`config.mk`:
```
export PLATFORM = sky130hd
export DESIGN_NAME = pdp8_stim_sequencer
export DESIGN_NICKNAME = d
export VERILOG_FILES = /design/src/rtl/pdp8_pkg.sv /design/src/rtl/pdp8_lfsr32.sv /design/src/rtl/pdp8_stim_sequencer.sv
export SDC_FILE = /design/constraint.sdc
export NUM_CORES = 1
export LEC_CHECK = 0
export BUFFER_PORTS_ARGS = -buffer_cell sky130_fd_sc_hd__buf_2
export CORE_ASPECT_RATIO = 0.7
export CORE_UTILIZATION = 35
export CTS_CLUSTER_DIAMETER = 30
export DETAILED_ROUTE_END_ITERATION = 10
export PLACE_DENSITY = 0.62
export SLEW_MARGIN = 25
export SYNTH_ARGS = -nofsm -noshare
export SYNTH_HDL_FRONTEND = slang
export SYNTH_SLANG_ARGS = --single-unit
```
`constraint.sdc`:
```
create_clock -name clk -period 3.3 [get_ports clk]
set_clock_uncertainty 0.2 [all_clocks]
set_input_delay 0.66 -clock clk [delete_from_list [all_inputs] [get_ports clk]]
set_output_delay 0.66 -clock clk [all_outputs]
set_load 0.02 [all_outputs]
```
`src/rtl/pdp8_pkg.sv`:
```
// Shared types, opcodes and helpers for the PDP-8 stimulus sequencer.
package pdp8_pkg;

  typedef enum logic [2:0] {
    IDLE,
    PRE_CLA,
    PRE_NOP,
    RAND,
    HOLD,
    DONE
  } stim_state_e;

  typedef enum logic [1:0] {
    MODE_MEM = 2'b00,
    MODE_OP7 = 2'b01,
    MODE_ALT = 2'b10,
    MODE_RAW = 2'b11
  } stim_mode_e;

  localparam logic [11:0] OP_CLA_CLL = 12'o7300;
  localparam logic [11:0] OP_NOP     = 12'o7000;
  localparam logic [31:0] LFSR_TAPS  = 32'h8020_0003;

  // One step of the right-shifting Galois LFSR.
  function automatic logic [31:0] lfsr_step(input logic [31:0] s);
    return (s >> 1) ^ (s[0] ? LFSR_TAPS : 32'h0);
  endfunction

  // Memory-reference word: opcodes 6 (IOT) and 7 (OPR) fold down to 0 and 1.
  function automatic logic [11:0] mem_ref_word(input logic [11:0] r);
    logic [2:0] op;
    op = r[11:9];
    if (op >= 3'd6) op = op - 3'd6;
    return {op, r[8:0]};
  endfunction

  // Build an instruction word from the low 12 bits of the LFSR state.
  function automatic logic [11:0] stim_word(input stim_mode_e m,
                                            input logic [31:0] s,
                                            input logic        odd);
    logic [11:0] r;
    r = s[11:0];
    case (m)
      MODE_MEM: return mem_ref_word(r);
      MODE_OP7: return {3'b111, r[8:0]};
      MODE_ALT: return odd ? {3'b111, r[8:0]} : mem_ref_word(r);
      default:  return r;
    endcase
  endfunction

endpackage

```
`src/rtl/pdp8_lfsr32.sv`:
```
// 32-bit Galois LFSR with synchronous load and step enable; a zero seed becomes 1.
module pdp8_lfsr32
  import pdp8_pkg::*;
#(
  parameter logic [31:0] RESET_SEED = 32'hACE1_0001
) (
  input  logic        clk,
  input  logic        reset_n,
  input  logic        load,
  input  logic [31:0] seed,
  input  logic        step,
  output logic [31:0] state
);

  localparam logic [31:0] RESET_VAL = (RESET_SEED == 32'h0) ? 32'h1 : RESET_SEED;

  // Load takes priority over stepping; the all-zero lock-up state is never entered.
  always_ff @(posedge clk or negedge reset_n) begin
    if (!reset_n) begin
      state <= RESET_VAL;
    end else if (load) begin
      state <= (seed == 32'h0) ? 32'h1 : seed;
    end else if (step) begin
      state <= lfsr_step(state);
    end
  end

endmodule

```
`src/rtl/pdp8_stim_sequencer.sv`:
```
// Instruction stimulus sequencer: CLA CLL, NOP, then NUM_INSTR pseudo-random words
// offered over a valid/stall handshake with a fixed idle gap after every accept.
// HOLD_CYCLES below 1 is treated as 1 so the hold counter always has a cycle to count.
module pdp8_stim_sequencer
  import pdp8_pkg::*;
#(
  parameter int                    DATA_WIDTH  = 12,
  parameter int                    ADDR_WIDTH  = 12,
  parameter logic [ADDR_WIDTH-1:0] START_ADDR  = 12'o0200,
  parameter int                    CNT_WIDTH   = 24,
  parameter int                    NUM_INSTR   = 10_000_000,
  parameter int                    HOLD_CYCLES = 4,
  parameter logic [31:0]           SEED        = 32'hACE1_0001
) (
  input  logic                  clk,
  input  logic                  reset_n,
  input  logic                  start,
  input  logic [1:0]            mode,
  input  logic                  stall,
  output logic                  instr_valid,
  output logic [DATA_WIDTH-1:0] instr_word,
  output logic [ADDR_WIDTH-1:0] base_addr,
  output logic                  busy,
  output logic                  done,
  output logic [CNT_WIDTH-1:0]  issued_cnt
);

  localparam int                   HOLD_LEN = (HOLD_CYCLES < 1) ? 1 : HOLD_CYCLES;
  localparam int                   HW       = $clog2(HOLD_LEN + 1);
  localparam logic [HW-1:0]        HOLD_INIT = HW'(HOLD_LEN);
  localparam logic [HW-1:0]        HOLD_ONE  = HW'(1);
  localparam logic [CNT_WIDTH-1:0] CNT_LAST  = CNT_WIDTH'(NUM_INSTR);

  stim_state_e          state;
  stim_state_e          ret_state;
  stim_mode_e           mode_q;
  logic [HW-1:0]        hold_cnt;
  logic [31:0]          lfsr_q;
  logic                 accept;
  logic                 lfsr_load;
  logic                 lfsr_adv;
  logic [CNT_WIDTH-1:0] cnt_next;

  assign base_addr = START_ADDR;

  // Anything other than a clean 0 on stall (including X/Z) blocks the accept.
  assign accept    = instr_valid && (stall === 1'b0);
  assign lfsr_load = (state == IDLE) && start;
  assign lfsr_adv  = (state == RAND) && accept;
  assign cnt_next  = issued_cnt + 1'b1;

  pdp8_lfsr32 #(
    .RESET_SEED (SEED)
  ) u_lfsr (
    .clk     (clk),
    .reset_n (reset_n),
    .load    (lfsr_load),
    .seed    (SEED),
    .step    (lfsr_adv),
    .state   (lfsr_q)
  );

  // Sequencer FSM with registered handshake and status outputs.
  always_ff @(posedge clk or negedge reset_n) begin
    if (!reset_n) begin
      state       <= IDLE;
      ret_state   <= IDLE;
      mode_q      <= MODE_MEM;
      hold_cnt    <= '0;
      instr_valid <= 1'b0;
      instr_word  <= '0;
      busy        <= 1'b0;
      done        <= 1'b0;
      issued_cnt  <= '0;
    end else begin
      case (state)
        IDLE: begin
          if (start) begin
            mode_q      <= stim_mode_e'(mode);
            issued_cnt  <= '0;
            done        <= 1'b0;
            busy        <= 1'b1;
            instr_word  <= DATA_WIDTH'(OP_CLA_CLL);
            instr_valid <= 1'b0;
            state       <= PRE_CLA;
          end
        end

        PRE_CLA: begin
          // First cycle here lets the LFSR reload land before anything is offered.
          if (!instr_valid) begin
            instr_valid <= 1'b1;
          end else if (accept) begin
            instr_valid <= 1'b0;
            ret_state   <= PRE_NOP;
            hold_cnt    <= HOLD_INIT;
            state       <= HOLD;
          end
        end

        PRE_NOP: begin
          if (accept) begin
            instr_valid <= 1'b0;
            ret_state   <= RAND;
            hold_cnt    <= HOLD_INIT;
            state       <= HOLD;
          end
        end

        RAND: begin
          if (accept) begin
            instr_valid <= 1'b0;
            issued_cnt  <= (issued_cnt == CNT_LAST) ? issued_cnt : cnt_next;
            if (cnt_next == CNT_LAST) begin
              busy  <= 1'b0;
              done  <= 1'b1;
              state <= DONE;
            end else begin
              ret_state <= RAND;
              hold_cnt  <= HOLD_INIT;
              state     <= HOLD;
            end
          end
        end

        HOLD: begin
          // The LFSR and counter already advanced at the accept, so the next
          // random word is built from their current values.
          if (hold_cnt == HOLD_ONE) begin
            instr_valid <= 1'b1;
            instr_word  <= (ret_state == PRE_NOP) ? DATA_WIDTH'(OP_NOP)
                         : DATA_WIDTH'(stim_word(mode_q, lfsr_q, issued_cnt[0]));
            state       <= ret_state;
          end else begin
            hold_cnt <= hold_cnt - 1'b1;
          end
        end

        DONE: begin
          state <= IDLE;
        end

        default: begin
          state       <= IDLE;
          instr_valid <= 1'b0;
          busy        <= 1'b0;
        end
      endcase
    end
  end

endmodule

```
==> flow_metrics.py <==
metrics = {
    "global_route": {
        "grt_max_degree": 82,
        "grt_pass1_wl_mm": 17.3,
        "use_met1_pct": 26.6,
        "grt_pass1_vias": 3266,
        "overflow": 0,
        "met2_usage_pct": 24.1,
        "grtUsageTotal_pct": 17.6,
        "use_met3_pct": 5.05,
        "antenna_found_initial": 0,
        "grt_busiest_layer": "met1",
    },
    "synth": {
        "synthArstFlopShare_pct": 100,
        "ys_ff_latch": 81,
        "synth_cell_types": 61,
        "yosysWarnings": 0,
        "ys.flop_type": "dfrtp_1",
        "synth_top_area_share_pct": 41.7,
        "postSynthCellCount": 489,
        "synth_top_area_cell": "dfrtp_1",
        "yosysMostFrequentCell": "nand2_1",
        "avgSynthCellArea_um2": 8.83,
        "yosysSeqAreaShare_pct": 47.2,
        "syn-cell-area_um2": 4320,
        "synthTopCellsByCount": "nand2_1, dfrtp_1, o21ai_0, nor2_1, a21oi_1",
        "netlist_top_cells_area": "dfrtp_1, nand2_1, o21ai_0",
        "synth_edf_count": 0,
    },
    "place": {
        "dpl-instance-area_um2": 4630,
        "port_buffers": 44,
        "dp.cells": 668,
        "hpwlAfterDp_mm": 7.24,
        "place_congestion": 0.859,
    },
    "worst_setup_path": {
        "crit_chain": "ha_1, nand2_2, or3_4, or4_1, a21oi_1, and4_4, nand3_4, a22o_1",
        "crit_family": "simple AND/OR/NAND/NOR gates",
        "cp-end-kind": "flip-flop",
        "critPathBufInv": 0,
        "r2r-start": "issued_cnt[0]",
        "critPathKind": "flip-flop to flip-flop",
        "crit_arrival_ns": 2.98,
        "worst-endpoint-required_ns": 3.33,
        "start_kind": "flip-flop",
        "r2r_slack_ns": 0.35,
        "critical_path.max_stage_delay_ns": 0.48,
        "worstSetupPathDepth": 8,
        "slowest_stage": "dfrtp_1",
        "reg2regPathDepth": 8,
        "crit_fanout": 11,
        "reg2reg_to": "hold_cnt[2]",
    },
    "final_layout": {
        "antenna_cells": 0,
        "final_cells": 684,
        "drive_gt1_share_pct": 18.2,
        "fin_area_um2": 4940,
        "syn_to_final_growth_pct": 14.4,
        "nets": 532,
    },
    "power": {
        "p_int_mw": 1.89,
        "p_per_area_nw_per_um2": 562,
        "leakage_nw": 2.16,
        "p_switching_uw": 884,
        "vdd_drop_max_mv": 0.280,
        "p_sw_share_pct": 31.8,
        "power_frac_clock_pct": 37.2,
        "seqPwrFrac_pct": 42.8,
        "power_mw": 2.78,
        "p_comb_share_pct": 20.0,
    },
    "sta": {
        "hold_viol": 0,
        "maxSlewViolCount": 0,
        "tns_ns": 0,
        "rsz0062_at_grt": "no",
        "worst_slew_pin_slew_ns": 0.666,
        "holdWs_ns": 0.121,
        "fin_crit_ns": 2.95,
        "slew_headroom_pct": 55.2,
        "setup_viol_count_final": 0,
        "max_freq_mhz": 339,
        "finalCritPeriodShare_pct": 89.4,
    },
    "clocking": {
        "cts_buffer_depth": 2,
        "cts_tree": "built",
        "clk_latency_ns": 0.34,
        "clock_sinks": 81,
        "clk_pin_slew_ns": 0.06,
        "numCtsBuffers": 9,
        "post_cts_buffers": 0,
        "cts_root_buf": "clkbuf_16",
        "htreeDepth": 3,
        "post_cts_resized": 0,
        "hold_buffers": 0,
    },
    "floorplanning": {
        "die_area_um2": 12800,
        "rows": 33,
        "fp.coreArea_um2": 11900,
        "fp.dieW_um": 135,
        "die_y_um": 94.9,
        "start_util_pct": 36.4,
        "io_pins": 57,
    },
    "detailed_routing": {
        "drc": 0,
        "dr.pass1.iters": 5,
        "wirelength_mm": 10.5,
        "initialDrtViolationCount": 366,
        "wire_per_inst_um": 15.4,
        "drt.antenna.violating_nets": 0,
        "routed_via_density": 5.30,
        "vias": 3626,
    },
    "run": {
        "drv_cap": 0,
    },
    "min_path": {
        "hp-class": "input port to asynchronous set/reset pin",
    },
    "status": {
        "status": "finished clean",
    },
}
==> how the worst max path moves through the flow <==
stage / startpoint / to / slack [ns]
after floorplan: issued_cnt[0] / hold_cnt[2] / 0.54
after global placement: issued_cnt[0] / hold_cnt[2] / 0.46
final: issued_cnt[0] / hold_cnt[2] / 0.35
after detailed placement: issued_cnt[0] / hold_cnt[2] / 0.35
after global routing: issued_cnt[0] / hold_cnt[2] / 0.15
after CTS: issued_cnt[0] / hold_cnt[2] / 0.35
==> stage by stage <==
stage	worst slack, ns	utilization (%)
final	0.350	41.7
after detailed placement	0.351	39.1
after floorplan	0.541	-
after CTS	0.350	41.7
after global placement	0.460	39.1
after global routing	0.154	41.7
==> layout make-up <==
class,instances,area (um2)
Fill cell,1179,6910
Clock buffer,11,243
Sequential cell,81,2040
Multi-Input combinational cell,363,2040
Clock inverter,5,63.8
Inverter,12,45.0
Tap cell,157,196
Timing Repair Buffer,55,318
==> kinds of logic after synthesis <==
family / count (synthesis) / synth area share, %
buf+inv: 55 / 6.75
other cells: 2 / 0.174
compound gates: 139 / 20.3
xor+xnor: 9 / 1.83
simple gates: 198 / 22.3
flops: 81 / 47.2
fa+ha+maj: 4 / 1.16
mux: 1 / 0.261
==> routing by layer <==
metal	wire [um]	vias to the layer above
met4	98	0
met5	0	-
met2	4310	138
met3	712	7
met1	5400	1701
li1	-	1780
==> power groups by stage <==
| stage | Combinational, mW | Sequential [mW] | Clock [mW] |
|---|---|---|---|
| finish | 0.557 | 1.19 | 1.03 |
| global route | 0.631 | 1.20 | 1.10 |
| CTS | 0.559 | 1.19 | 1.06 |
| detailed placement | 0.556 | 1.21 | 0 |
| global placement | 0.547 | 1.20 | 0 |
| floorplan | 0.383 | 1.21 | 0 |
==> registers in the layout, summed over array words and instances, names as in the netlist <==
signal / cells
u_lfsr.state: 32
issued_cnt: 24
hold_cnt: 3
instr_valid: 1
mode_q: 2
busy: 1
instr_word: 12
state: 3
done: 1
ret_state: 2
==> cell usage in the layout (no fill, tap or decap), types with 3 or more instances in the layout <==
cell type / Yosys / layout
a21o_1: 3 / 3
xor2_1: 3 / 3
and3_1: 5 / 5
a22o_1: 8 / 8
a31oi_1: 10 / 10
nand2b_1: 3 / 3
nor2_1: 43 / 42
nor4_1: 5 / 5
xnor2_1: 6 / 6
clkbuf_16: 0 / 9
a21oi_1: 24 / 24
o41ai_1: 7 / 7
o21ai_0: 56 / 56
o21ai_1: 4 / 3
buf_4: 16 / 11
dfrtp_1: 72 / 72
o31ai_1: 10 / 10
buf_2: 2 / 43
nor3_1: 12 / 12
ha_1: 4 / 4
nand2_1: 87 / 87
nand3_1: 10 / 10
nand4_1: 10 / 10
conb_1: 2 / 12
inv_1: 12 / 12
dfstp_2: 9 / 9
Power figures use the tool's default switching activity.
